<file path="src/rtl/fifo_wr_arb.sv">
// fifo_wr_arb: round-robin arbiter sharing one FIFO write port between
// NUM_REQ requesters. Each write walks IDLE -> ISSUE -> ACK -> DONE; a
// missing ack or an overflow sends the FSM back to IDLE with the pointer
// unchanged so the same requester is reissued.
// Optional feature: define FIFO_WR_ARB_RETRY_CNT_EN to add the saturating
// 8-bit retry_cnt output that counts ACK-to-IDLE retries.
module fifo_wr_arb #(
    parameter int NUM_REQ    = 4,
    parameter int FIFO_WIDTH = 16
) (
    input  logic                          clk,
    input  logic                          rst,
    input  logic [NUM_REQ-1:0]            req,
    input  logic [NUM_REQ*FIFO_WIDTH-1:0] req_data,
    output logic [NUM_REQ-1:0]            gnt,
    output logic                          fifo_wr_en,
    output logic [FIFO_WIDTH-1:0]         fifo_data_in,
    input  logic                          fifo_full,
    input  logic                          fifo_wr_ack,
    input  logic                          fifo_overflow,
    output logic                          arb_busy
`ifdef FIFO_WR_ARB_RETRY_CNT_EN
    ,
    output logic [7:0]                    retry_cnt
`endif
);

    localparam int IDX_W = (NUM_REQ > 1) ? $clog2(NUM_REQ) : 1;
    localparam logic [IDX_W-1:0]   LAST_IDX = IDX_W'(NUM_REQ - 1);
    localparam logic [IDX_W-1:0]   ONE_IDX  = IDX_W'(1);
    localparam logic [NUM_REQ-1:0] GNT_LSB  = NUM_REQ'(1);

    typedef enum logic [1:0] {
        IDLE  = 2'd0,
        ISSUE = 2'd1,
        ACK   = 2'd2,
        DONE  = 2'd3
    } state_t;

    state_t                  state;
    logic [IDX_W-1:0]        ptr;
    logic [IDX_W-1:0]        winner;
    logic [IDX_W-1:0]        rr_idx;
    logic                    rr_found;
    logic                    write_ok;
    logic [IDX_W-1:0]        ptr_next;
    logic [FIFO_WIDTH-1:0]   data_arr [NUM_REQ];

    // Unpack the flat requester data bus into one word per requester.
    for (genvar gi = 0; gi < NUM_REQ; gi++) begin : g_unpack
        assign data_arr[gi] = req_data[gi*FIFO_WIDTH +: FIFO_WIDTH];
    end

    // A write only counts as done when acked and not flagged as overflow.
    assign write_ok = fifo_wr_ack && !fifo_overflow;

    // Pointer moves to the requester just after the winner, wrapping.
    assign ptr_next = (winner == LAST_IDX) ? '0 : winner + ONE_IDX;

    // Round-robin search: scan offsets from the far end toward ptr so the
    // lowest offset from ptr that is requesting overwrites the others.
    always_comb begin : rr_search
        int cand;
        // NOTE: every variable assigned here gets a default first so no
        // path leaves it unassigned and no latch is inferred.
        cand     = 0;
        rr_found = 1'b0;
        rr_idx   = '0;
        for (int i = NUM_REQ - 1; i >= 0; i--) begin
            cand = int'(ptr) + i;
            if (cand >= NUM_REQ) begin
                cand = cand - NUM_REQ;
            end
            if (req[cand[IDX_W-1:0]]) begin
                rr_found = 1'b1;
                rr_idx   = cand[IDX_W-1:0];
            end
        end
    end

    // Arbitration FSM with all outputs registered alongside the state.
    always_ff @(posedge clk) begin
        // NOTE: sequential state uses non-blocking assignments so every
        // register samples pre-edge values regardless of statement order.
        if (rst) begin
            state        <= IDLE;
            ptr          <= '0;
            winner       <= '0;
            gnt          <= '0;
            fifo_wr_en   <= 1'b0;
            fifo_data_in <= '0;
            arb_busy     <= 1'b0;
        end else begin
            gnt        <= '0;
            fifo_wr_en <= 1'b0;
            case (state)
                IDLE: begin
                    if (rr_found && !fifo_full) begin
                        winner       <= rr_idx;
                        fifo_data_in <= data_arr[rr_idx];
                        fifo_wr_en   <= 1'b1;
                        arb_busy     <= 1'b1;
                        state        <= ISSUE;
                    end
                end
                ISSUE: begin
                    state <= ACK;
                end
                ACK: begin
                    if (write_ok) begin
                        gnt   <= GNT_LSB << winner;
                        state <= DONE;
                    end else begin
                        arb_busy <= 1'b0;
                        state    <= IDLE;
                    end
                end
                DONE: begin
                    ptr      <= ptr_next;
                    arb_busy <= 1'b0;
                    state    <= IDLE;
                end
                default: begin
                    arb_busy <= 1'b0;
                    state    <= IDLE;
                end
            endcase
        end
    end

`ifdef FIFO_WR_ARB_RETRY_CNT_EN
    // Count failed writes (ACK without a clean ack), saturating at 255.
    always_ff @(posedge clk) begin
        if (rst) begin
            retry_cnt <= '0;
        end else if (state == ACK && !write_ok && retry_cnt != 8'hFF) begin
            retry_cnt <= retry_cnt + 8'd1;
        end
    end
`endif

    // Grants are one-hot or idle by construction.
    a_gnt_onehot: assert property (@(posedge clk) $onehot0(gnt));

endmodule

</file>
<file path="config.mk">
export PLATFORM = sky130hd
export DESIGN_NAME = fifo_wr_arb
export DESIGN_NICKNAME = d
export VERILOG_FILES = /design/src/rtl/fifo_wr_arb.sv
export SDC_FILE = /design/constraint.sdc
export NUM_CORES = 1
export LEC_CHECK = 0
export BUFFER_PORTS_ARGS = -buffer_cell sky130_fd_sc_hd__buf_2
export CELL_PAD_IN_SITES_DETAIL_PLACEMENT = 0
export CELL_PAD_IN_SITES_GLOBAL_PLACEMENT = 1
export CORE_MARGIN = 2
export CORE_UTILIZATION = 31
export DETAILED_ROUTE_END_ITERATION = 16
export PLACE_DENSITY_LB_ADDON = 0.1
export SETUP_SLACK_MARGIN = 0.02
export SYNTH_ARGS = -nofsm -noshare
export SYNTH_HDL_FRONTEND = slang
export SYNTH_SLANG_ARGS = --single-unit
</file>
<file path="constraint.sdc">
create_clock -name clk -period 1.8 [get_ports clk]
set_clock_uncertainty 0.1 [all_clocks]
set_input_delay 0.09 -clock clk [delete_from_list [all_inputs] [get_ports clk]]
set_output_delay 0.09 -clock clk [all_outputs]
set_load 0.05 [all_outputs]
</file>
# ---- Word-level counts from Yosys, hierarchy flattened
# Cells that the tools add are included.
# W data, S select, Z words.
dict set report word_totals {
  regBits 28
  latch_bits 0
  ram_bits 0
  romBits 0
  n_memories 0
}
dict set report op_classes {
  add_sub_neg 8
  n_mul 0
  div 0
  magnitude_cmp 9
  eq_ne 6
  shift 1
  n_mux 31
  n_bitwise 4
  reduce_logical 10
}
# op count
set ops {}
lappend ops {{$bmux W16 S2} 1}
lappend ops {{$mux W16} 2}
lappend ops {{$mux W2} 11}
lappend ops {{$ge A3 B3 Y1 const B} 4}
lappend ops {{$lt A2 B3 Y1 const B} 4}
lappend ops {{$mux W1} 11}
lappend ops {{$bmux W1 S2} 4}
lappend ops {{$pmux W2 S4} 1}
lappend ops {{$sub A2 B1 Y2 const B} 4}
lappend ops {{$add A2 B2 Y3 const B} 2}
lappend ops {{$eq A2 B2 Y1 const B} 3}
lappend ops {{$ne A2 B2 Y1 const B} 2}
lappend ops {{$shl A1 B2 Y4 const A} 1}
lappend ops {{$add A2 B1 Y3 const B} 1}
lappend ops {{$ge A2 B3 Y1 const B} 1}
lappend ops {{$not A1 Y1} 3}
lappend ops {{$not A2 Y3} 1}
lappend ops {{$pmux W1 S3} 1}
lappend ops {{$reduce_and A3 Y1} 1}
lappend ops {{$reduce_bool A3 Y1} 1}
lappend ops {{$reduce_or A3 Y1} 1}
lappend ops {{$add A2 B1 Y2 const B} 1}
lappend ops {{$eq A2 B1 Y1 const B} 1}
lappend ops {{$logic_and A1 B1 Y1} 2}
lappend ops {{other kinds (4)} 5}

# ---- Depth between registers and ports, before layout
# Gate-level depths: netlist of run 1.
dict set report logic_depth {
  ltp_word 13
  ltp_mapped 7
  depth_no_buf 5
}

# ---- Least setup slack after synthesis of run 1
# No wires, ideal clock.
dict set report synth_timing {
  path_type {reg2reg}
  start {reg ptr[1]}
  end {reg fifo_data_in[10]}
  t_arrival_ps 1388
  required_time_ps 1572
  setup_slack_ps 184
  stages_incl_launch_ff 7
  n_path_buf 1
  period_less_slack_ps 1616
  path_cell_list {dfxtp_1 -> a21oi_1 -> o21ai_1 -> a21oi_4 -> buf_4 -> mux2i_1 -> o221ai_2}
}
dict set report synth_between {
  elab_chain_cells 13
  word_cells_on_any_way 37
  cone_classes {7 x add/sub; 4 x order compare; 23 x mux; 1 x bitwise; 2 x reduce/logical}
}
# element line
set synth_rtl {}
lappend synth_rtl {{from (decl)} 41} ;# logic [IDX_W-1:0] ptr;
lappend synth_rtl {{from (signal assigned)} 119} ;# ptr <= ptr_next;
lappend synth_rtl {{$add A2 B2 Y3} 70} ;# cand = int'(ptr) + i;
lappend synth_rtl {{$ge A3 B3 Y1 / $sub A2 B1 Y2 (equally long branches)} {71, 72}}
lappend synth_rtl {{$mux W2} 71} ;# if (cand >= NUM_REQ) begin
lappend synth_rtl {{$bmux W1 S2} 74} ;# if (req[cand[IDX_W-1:0]]) begin
lappend synth_rtl {{$mux W1 (implied by the code)} 74}
lappend synth_rtl {{$mux W2 (4 in series)} 74}
lappend synth_rtl {{$not A2 Y3 (implied by the code)} 100} ;# fifo_data_in <= data_arr[rr_idx];
lappend synth_rtl {{$bmux W16 S2} 100}
lappend synth_rtl {{$mux W16 (implied by the code) (2 in series)} 100}
lappend synth_rtl {{to (signal assigned)} 100}
lappend synth_rtl {{to (decl)} 17} ;# output logic [FIFO_WIDTH-1:0] fifo_data_in,
# Parallel ways exist; a longest one is shown, timed or not. The select of a mux whose other input is x is not followed.
# A chain may end at the register's enable or synchronous reset.

# ---- Worst setup path after layout of run 1
dict set report layout_timing {
  start {reg ptr[0]}
  end {reg fifo_data_in[2]}
}
# Same word-level chain as after synthesis.

==> results of run 1 <==
[Yosys cell counts]
master	instances
sky130_fd_sc_hd__nand4bb_1	1
sky130_fd_sc_hd__a221oi_4	1
sky130_fd_sc_hd__ha_1	1
sky130_fd_sc_hd__nor2b_1	1
sky130_fd_sc_hd__nor4_1	1
sky130_fd_sc_hd__buf_6	4
sky130_fd_sc_hd__nor2_1	5
sky130_fd_sc_hd__o221ai_2	11
sky130_fd_sc_hd__nand3_1	1
sky130_fd_sc_hd__inv_1	2
sky130_fd_sc_hd__nand2b_1	4
sky130_fd_sc_hd__buf_12	1
sky130_fd_sc_hd__buf_1	1
sky130_fd_sc_hd__dfxtp_1	28
sky130_fd_sc_hd__buf_2	1
sky130_fd_sc_hd__nor2_2	1
sky130_fd_sc_hd__a22o_1	1
sky130_fd_sc_hd__a21oi_1	8
sky130_fd_sc_hd__o221ai_1	5
sky130_fd_sc_hd__nor3_1	1
sky130_fd_sc_hd__nand2_1	21
sky130_fd_sc_hd__o41ai_4	1
sky130_fd_sc_hd__a21oi_4	1
sky130_fd_sc_hd__o21ai_1	1
sky130_fd_sc_hd__nor3_2	1
sky130_fd_sc_hd__buf_4	2
sky130_fd_sc_hd__nand2_2	1
sky130_fd_sc_hd__nor4b_1	1
sky130_fd_sc_hd__and3_1	1
sky130_fd_sc_hd__inv_2	1
sky130_fd_sc_hd__mux2i_1	34
[how the worst max path moves through the flow]
stage               cells past startpoint          endpoint  slack (ns)  startpoint
floorplan                               6  fifo_data_in[10]        0.18      ptr[1]
global placement                        6   fifo_data_in[4]        0.12      ptr[1]
detailed placement                      6   fifo_data_in[9]        0.10      ptr[1]
CTS                                     6   fifo_data_in[9]        0.08      ptr[1]
global route                            6  fifo_data_in[14]       0.009      ptr[0]
finish                                  6   fifo_data_in[2]        0.12      ptr[0]
[final cells by class]
type | count | area share
repair buffers | 103 | 0.283
inverters | 3 | 0.00505
clock buffers | 3 | 0.0185
flip-flops and latches | 28 | 0.252
multi-input cells | 104 | 0.404
well taps | 67 | 0.0376
[cells by family after synthesis]
logic type                 Yosys count  share of synthesized area
and+or+nand+nor                     40                      0.126
muxes                               34                      0.221
AOI/OAI and AO/OA                   29                      0.216
DFF                                 28                      0.364
buffers and inverters               12                     0.0650
adders and majority gates            1                    0.00812
[layer usage]
metal / up-vias / GRT usage / routed length [µm]
met2: 57 / 0.229 / 1960
met5: - / 0 / 0
met4: 0 / 0.0417 / 29
li1: 732 / - / -
met3: 2 / 0.0379 / 325
met1: 643 / 0.161 / 1740
[registers in the layout, indices dropped and copies added (netlist names)]
| name | cells |
|---|---|
| arb_busy | 1 |
| fifo_data_in | 16 |
| fifo_wr_en | 1 |
| gnt | 4 |
| ptr | 2 |
| state | 2 |
| winner | 2 |
[power by group through the flow]
| stage | logic [mW] | registers (mW) | clock network, mW |
|---|---|---|---|
| detailed placement | 0.477 | 0.705 | 0 |
| global route | 0.539 | 0.697 | 0.374 |
| CTS | 0.476 | 0.691 | 0.346 |
| global placement | 0.470 | 0.706 | 0 |
| floorplan | 0.191 | 0.835 | 0 |
| finish | 0.502 | 0.690 | 0.331 |
[what timing repair did]
action,4_1_cts,5_1_grt
setup endpoints to repair,0,9
buffers inserted,0,1
hold endpoints to repair,0,0
gates resized for setup,0,7
hold buffers,0,0
[worst max-delay path, stage by stage (launching register included)]
cell	delay (ns)
sky130_fd_sc_hd__dfxtp_1	0.35
sky130_fd_sc_hd__inv_1	0.06
sky130_fd_sc_hd__a22o_1	0.23
sky130_fd_sc_hd__a221oi_4	0.35
sky130_fd_sc_hd__nand2b_4	0.21
sky130_fd_sc_hd__buf_4	0.14
sky130_fd_sc_hd__o221ai_1	0.10
==> parameters.txt, run 1 <==
Parameter                              Value

Cells and area
  Final std cells w/o fill ... 308
  Commonest cells after routing, fill and taps aside ... sky130_fd_sc_hd__buf_2, sky130_fd_sc_hd__mux2i_1, sky130_fd_sc_hd__dfxtp_1
  Cell area after layout ... 2230 µm²
  Share of layout cells above drive strength 1 ... 0.527
  Number of antenna cells inserted ... 0
  Final nets ... 317
  Multi-input logic area ... 901 µm²
  Count of fill cells added during filler insertion ... 500
  Leading cell type in the layout, fill and taps excluded ... sky130_fd_sc_hd__buf_2
  Util after Layout ... 0.469
  Register cell area after layout ... 562 µm²
  Area growth, synth to finish ... 44.8%

STA
  Slew margin rel. ... 0.629
  Hold Slack ... 0.0174 ns
  TNS Setup ... 0 ns
  Worst Tran Pin Value ... 0.554 ns
  Final max-slew violation count ... 0
  Share of the cycle needed by the critical path after routing ... 0.934
  Fmax ... 595 MHz
  Number of hold-slack violations in the final timing report ... 0
  Unrepaired setup endpoints after global routing ... true
  Final setup violating endpoints ... 0
  Time the worst path needs with I/O delays and setup ... 1.68 ns
  Worst-case setup margin in the final layout ... 0.119 ns

Synthesis
  Number of distinct library cells after synthesis ... 31
  Warnings from Yosys ... 0
  Number of register bits inferred by synthesis ... 28
  Sequential fraction of the synthesis area ... 0.364
  Per-instance average area after synthesis ... 10.7 µm²
  Gate count of the mapped netlist ... 144
  Cell taking the most area after synthesis ... sky130_fd_sc_hd__dfxtp_1
  Nets in the synthesized netlist ... 218
  Cell area after technology mapping ... 1540 µm²
  Top area cells in the synthesized netlist ... sky130_fd_sc_hd__dfxtp_1, sky130_fd_sc_hd__mux2i_1, sky130_fd_sc_hd__o221ai_2
  Area share of the largest cell type after synthesis ... 0.364

Routing
  ANT nets after route ... 0
  Detailed Routing Iterations Pass 1 ... 4
  Wirelength, routed ... 4050 µm
  Routed via count divided by cell count ... 4.66
  Post-route DRC ... 0
  DR WL/cell ... 13.2 µm
  Vias after detailed routing ... 1,434
  Drt initial violations ... 20

Placement
  Area after DPL ... 2090 µm²
  # placed instances ... 302
  Buffers on Ports ... 94
  Weighted congestion at the end of routability-driven global placement ... 0.727
  Pre-CTS worst setup slack ... 0.101 ns
  DP Wirelength ... 3140 µm

Die
  Number of ports placed on the die boundary ... 95
  Die H ... 74.5 µm
  Number of rows in the core area ... 25
  Width of the die ... 74.5 µm
  Die area ... 5550 µm²
  Initial core utilization ... 0.324
  Placeable Area ... 4750 µm²

CTS
  Total clock sinks ... 28
  Clock transition at the registers of the reported paths ... 0.09 ns
  Root Buffer Master ... sky130_fd_sc_hd__clkbuf_8
  CTS tree ... yes
  Maximum clock insertion buffer count ... 2
  Number of buffers added by the clock tree synthesis step ... 3
  Source-to-sink clock delay at the later pin of the worst-skew pair ... 0.27 ns
  Number of levels in the clock H-tree ... 1

Status
  Run status ... finished, final reports clean

Worst setup path
  CP Capture Type ... flip-flop
  Nature of the critical path startpoint ... flip-flop
  Crit path required time ... 1.84 ns
  Crit Path Max Fanout ... 6
  Worst R2R Setup Slack ... 0.12 ns
  Arrival @ worst endpoint ... 1.72 ns
  Reg-to-reg critical path endpoint ... fifo_data_in[2]
  Register-to-Register Path Depth ... 6
  Crit Path Class ... reg -> reg
  RR Startpoint ... ptr[0]

Global routing
  Number of global-route vias before repair ... 1,316
  First-pass GRT wire length ... 5750 µm
  Number of antenna violations at the first check in global routing ... 0
  Overflow left after global routing ... 0
  GRT Overall Usage ... 0.133
  Largest net degree at the start of global routing ... 21

Hold path
  Worst hold path cell count ... 3
  Sink of the worst hold path ... fifo_data_in[13]
  Start point of the worst min-delay path ... req_data[13]
  Class of the worst hold path ... in -> reg

Power and ir drop
  Largest voltage drop on the vdd net ... 302 µV
  Total power draw ... 1.52 mW
  Clk network pwr share ... 0.217
  Ratio of total power to cell area ... 683 nW/µm²
  Cell Int Power ... 1.02 mW
  Part of the total power dissipated in sequential elements ... 0.453
  Total net switching power ... 504 µW
  Static power due to leakage ... 1.02 nW
  Net switching fraction of the power ... 0.331
  Comb power frac ... 0.329

Job
  Total of max-cap violations ... 0
No activity file was read; power rests on OpenSTA's default activity.
==> run 2: changes to the inputs <==
Settings changed: ABC_AREA from default to 1, CORE_ASPECT_RATIO from default to 0.5, CORE_UTILIZATION 31 to 29.
==> run 2 against run 1 <==
  * The run now ends with setup timing left
  * Register-to-register slack got worse by 0.16 ns
  * Sequential share of layout area down 7.2 points
  * Combinational power grew 140%
  * Area after synthesis grew 11%
  * Non-clock buffer count grew 24
  * Maximum frequency down 8.6%
  * Clock power up 100%
  * Via count is 56% higher
  * First-iteration DRC count grew to 3.8 times the previous value
  * Flip-flop and latch count did not move
  * Wire length is 57% higher
  * Largest cell class unchanged
==> parameters.txt, run 2 <==
Parameter                              Value

Status
  Run status ... complete, but fails checks
  Violations in the final reports ... setup timing

Global routing
  Largest net degree at the start of global routing ... 36 (+71%)
  Number of antenna violations at the first check in global routing ... 0 (unchanged)
  Overflow left after global routing ... 0 (unchanged)
  GRT Overall Usage ... 0.193 (+0.0592)
  First-pass GRT wire length ... 10000 µm (+74%)
  Number of global-route vias before repair ... 2,157 (+64%)

Die
  Die area ... 6560 µm² (+18%)
  Number of ports placed on the die boundary ... 95 (unchanged)
  Placeable Area ... 5590 µm² (+18%)
  Die H ... 58.3 µm (-22%)
  Width of the die ... 113 µm (+51%)
  Initial core utilization ... 0.306 (-0.0182)
  Number of rows in the core area ... 19 (-24%)

Routing
  Wirelength, routed ... 6350 µm (+57%)
  ANT nets after route ... 0 (unchanged)
  Detailed Routing Iterations Pass 1 ... 4 (unchanged)
  DR WL/cell ... 14.0 µm (+6.5%)
  Post-route DRC ... 0 (unchanged)
  Routed via count divided by cell count ... 4.93 (+6.0%)
  Drt initial violations ... 76 (+280%)
  Vias after detailed routing ... 2,235 (+56%)

Power and ir drop
  Ratio of total power to cell area ... 817 nW/µm² (+20%)
  Largest voltage drop on the vdd net ... 662 µV (+120%)
  Static power due to leakage ... 1.58 nW (+56%)

Worst setup path
  Delay of the slowest cell on the worst path ... 0.36 ns (about the same)
  Critical path's top delay family ... simple AND/OR/NAND/NOR gates
  Levels on crit path ... 12 (+6)
  Register-to-Register Path Depth ... 12 (+6)
  Crit path required time ... 1.90 ns (+0.06 ns)
  Buffers and inverters on the worst path ... 3 (+1)
  Crit Path Class ... reg -> reg
  CP Capture Type ... flip-flop
  Ordered cell list for the critical path ... buf_8 -> o21ai_4 -> nand2_2 -> nand3_4 -> nand2_2 -> nand2_4 -> buf_12 -> clkbuf_16 -> nand3_2 -> nand3_2 -> nand2_1 -> a21oi_1
  Nature of the critical path startpoint ... flip-flop
  Crit Path Max Fanout ... 7 (+1)
  Critical Path Slowest Stage Cell ... sky130_fd_sc_hd__dfxtp_4
  Arrival @ worst endpoint ... 1.94 ns (+0.22 ns)

CTS
  Number of buffers added by the clock tree synthesis step ... 3 (unchanged)
  Root Buffer Master ... sky130_fd_sc_hd__clkbuf_16
  Source-to-sink clock delay at the later pin of the worst-skew pair ... 0.27 ns (about the same)
  CTS tree ... yes
  Maximum clock insertion buffer count ... 2 (unchanged)
  Total clock sinks ... 28 (unchanged)
  Number of levels in the clock H-tree ... 1 (unchanged)
  Clock transition at the registers of the reported paths ... 0.07 ns (-0.02 ns)

Synthesis
  Most numerous cell in the Yosys netlist ... sky130_fd_sc_hd__nand3_1
  Dominant combinational cell family by area after synthesis ... simple AND/OR/NAND/NOR gates
  Gate count of the mapped netlist ... 266 (+85%)
  Post-synth top cells ... sky130_fd_sc_hd__nand3_1, sky130_fd_sc_hd__nand2_1, sky130_fd_sc_hd__dfxtp_1, sky130_fd_sc_hd__a21oi_1
  Top area cells in the synthesized netlist ... sky130_fd_sc_hd__dfxtp_1, sky130_fd_sc_hd__nand3_1, sky130_fd_sc_hd__nand2_1
  Adder-cell area share of the yosys netlist ... 0.00733 (-0.000797)
  Warnings from Yosys ... 0 (unchanged)
  Fraction of synthesis flops using an asynchronous set or reset pin ... 0 (unchanged)
  Number of enable flip-flop cells after synthesis ... 0 (unchanged)
  Per-instance average area after synthesis ... 6.42 µm² (-40%)
  Post-Synth Simple-Gate Area ... 0.418 (+0.292)
  Nets in the synthesized netlist ... 340 (+56%)
  Multiplexer area fraction after synthesis ... 0 (-0.221)
  Flip-flop cell with the highest count after synthesis ... sky130_fd_sc_hd__dfxtp_1
  Number of distinct library cells after synthesis ... 25 (-19%)
  Area share of the largest cell type after synthesis ... 0.328 (-0.0357)
  Cell taking the most area after synthesis ... sky130_fd_sc_hd__dfxtp_1
  Xor and xnor fraction of the mapped netlist area ... 0.00513 (+0.00513)
  Number of register bits inferred by synthesis ... 28 (unchanged)
  Sequential fraction of the synthesis area ... 0.328 (-0.0357)
  Cell area after technology mapping ... 1710 µm² (+11%)
  Compound-gate portion of the synthesized area ... 0.140 (-0.0762)

Cells and area
  Top Registers ... fifo_data_in x16, gnt x4
  Share of layout cells above drive strength 1 ... 0.576 (+0.0493)
  Leading cell type in the layout, fill and taps excluded ... sky130_fd_sc_hd__buf_2
  Final std cells w/o fill ... 453 (+47%)
  Number of flip-flops under the largest register name ... 16 (unchanged)
  Multi-input logic area ... 1390 µm² (+54%)
  Register cell area after layout ... 568 µm² (+1.1%)
  Number of antenna cells inserted ... 0 (unchanged)
  Register with the most flip-flops ... fifo_data_in
  Commonest cells after routing, fill and taps aside ... sky130_fd_sc_hd__buf_2, sky130_fd_sc_hd__nand2_1, sky130_fd_sc_hd__nand3_2
  Final nets ... 455 (+44%)
  Cell area after layout ... 3160 µm² (+42%)
  Util after Layout ... 0.566 (+0.0968)
  Area growth, synth to finish ... 85.1%
  Count of fill cells added during filler insertion ... 506 (+1.2%)

STA
  Share of the cycle needed by the critical path after routing ... 1.02 (+0.0884)
  Number of hold-slack violations in the final timing report ... 0 (unchanged)
  Final setup violating endpoints ... 12 (+12)
  Worst-case setup margin in the final layout ... -0.0404 ns (-0.159 ns)
  Final max-slew violation count ... 0 (unchanged)
  Unrepaired setup endpoints after global routing ... true
  Worst Tran Pin Value ... 0.321 ns (-0.234 ns)
  Fmax ... 543 MHz (-8.6%)
  Slew margin rel. ... 0.785 (+0.155)
  Time the worst path needs with I/O delays and setup ... 1.84 ns (+0.159 ns)

Job
  Total of max-cap violations ... 0 (unchanged)

Hold path
  Worst hold path cell count ... 4 (+1)
  Class of the worst hold path ... in -> reg

Placement
  Weighted congestion at the end of routability-driven global placement ... 0.880 (+21%)
  Buffers on Ports ... 94 (unchanged)
  Area after DPL ... 2360 µm² (+13%)
  DP Wirelength ... 4180 µm (+33%)
  # placed instances ... 435 (+44%)
## run 2: final timing paths
| path | start | to | slack, ns |
|---|---|---|---|
| worst max-delay path | ptr[0] | fifo_data_in[11] | -0.04 |
| worst min-delay path | fifo_overflow | gnt[2] | 0.02 |
| worst max register to register | ptr[0] | fifo_data_in[11] | -0.04 |
| worst min register to register | winner[0] | gnt[2] | 0.37 |
## run 2: layer usage
| layer | GRT usage | share of wire | vias to the layer above |
|---|---|---|---|
| met5 | 0 | 0 | - |
| met2 | 0.338 | 0.49 | 71 |
| met4 | 0.0348 | 0.0076 | 0 |
| met1 | 0.243 | 0.43 | 1023 |
| li1 | - | - | 1135 |
| met3 | 0.0554 | 0.071 | 6 |
## run 2: kinds of logic after synthesis
logic type	Yosys count
xor gates and xnor gates	1
AOI/OAI and AO/OA	46
and+or+nand+nor	158
buffers and inverters	32
adders and majority gates	1
DFF	28
## run 2: layout make-up
type / instances / area share
Clock buffer: 3 / 0.0238
Clock inverter: 1 / 0.00950
Inverter: 15 / 0.0178
Multi-Input combinational cell: 206 / 0.439
Sequential cell: 28 / 0.180
Tap cell: 73 / 0.0289
Timing Repair Buffer: 127 / 0.301
## run 2: timing repair
| item | 4_1_cts | 5_1_grt |
|---|---|---|
| setup buffers | 4 | 2 |
| gates resized for setup | 59 | 59 |
| gates cloned | 4 | 3 |
| hold buffers | 1 | 0 |
| hold endpoints to repair | 3 | 0 |
| setup endpoints to repair | 20 | 20 |
| pin swaps | 19 | 37 |
## run 2: power by group
group	switching, mW	total, mW	internal (mW)
registers	0.0490	0.739	0.690
clock network	0.219	0.662	0.443
logic	0.707	1.18	0.475
## run 2: stage by stage
stage          setup TNS [ns]  setup WS (ns)  hold WS [ns]  total power [mW]
6_report               -0.208        -0.0404        0.0188              2.58
3_3_place_gp            -2.10         -0.177         0.199              1.65
5_1_grt                 -1.96         -0.151        0.0410              2.74
3_5_place_dp            -3.25         -0.225         0.205              1.65
4_1_cts               -0.0484        -0.0171       0.00957              2.47
2_1_floorplan               0          0.162        0.0591              1.35
## run 2: worst reg2reg max path, stage by stage (launching register included)
cell                        delay [ns]
sky130_fd_sc_hd__dfxtp_4          0.36
sky130_fd_sc_hd__buf_8            0.15
sky130_fd_sc_hd__o21ai_4          0.15
sky130_fd_sc_hd__nand2_2          0.11
sky130_fd_sc_hd__nand3_4          0.11
sky130_fd_sc_hd__nand2_2          0.07
sky130_fd_sc_hd__nand2_4          0.10
sky130_fd_sc_hd__buf_12           0.15
sky130_fd_sc_hd__clkbuf_16        0.16
sky130_fd_sc_hd__nand3_2          0.06
sky130_fd_sc_hd__nand3_2          0.06
sky130_fd_sc_hd__nand2_1          0.05
sky130_fd_sc_hd__a21oi_1          0.14
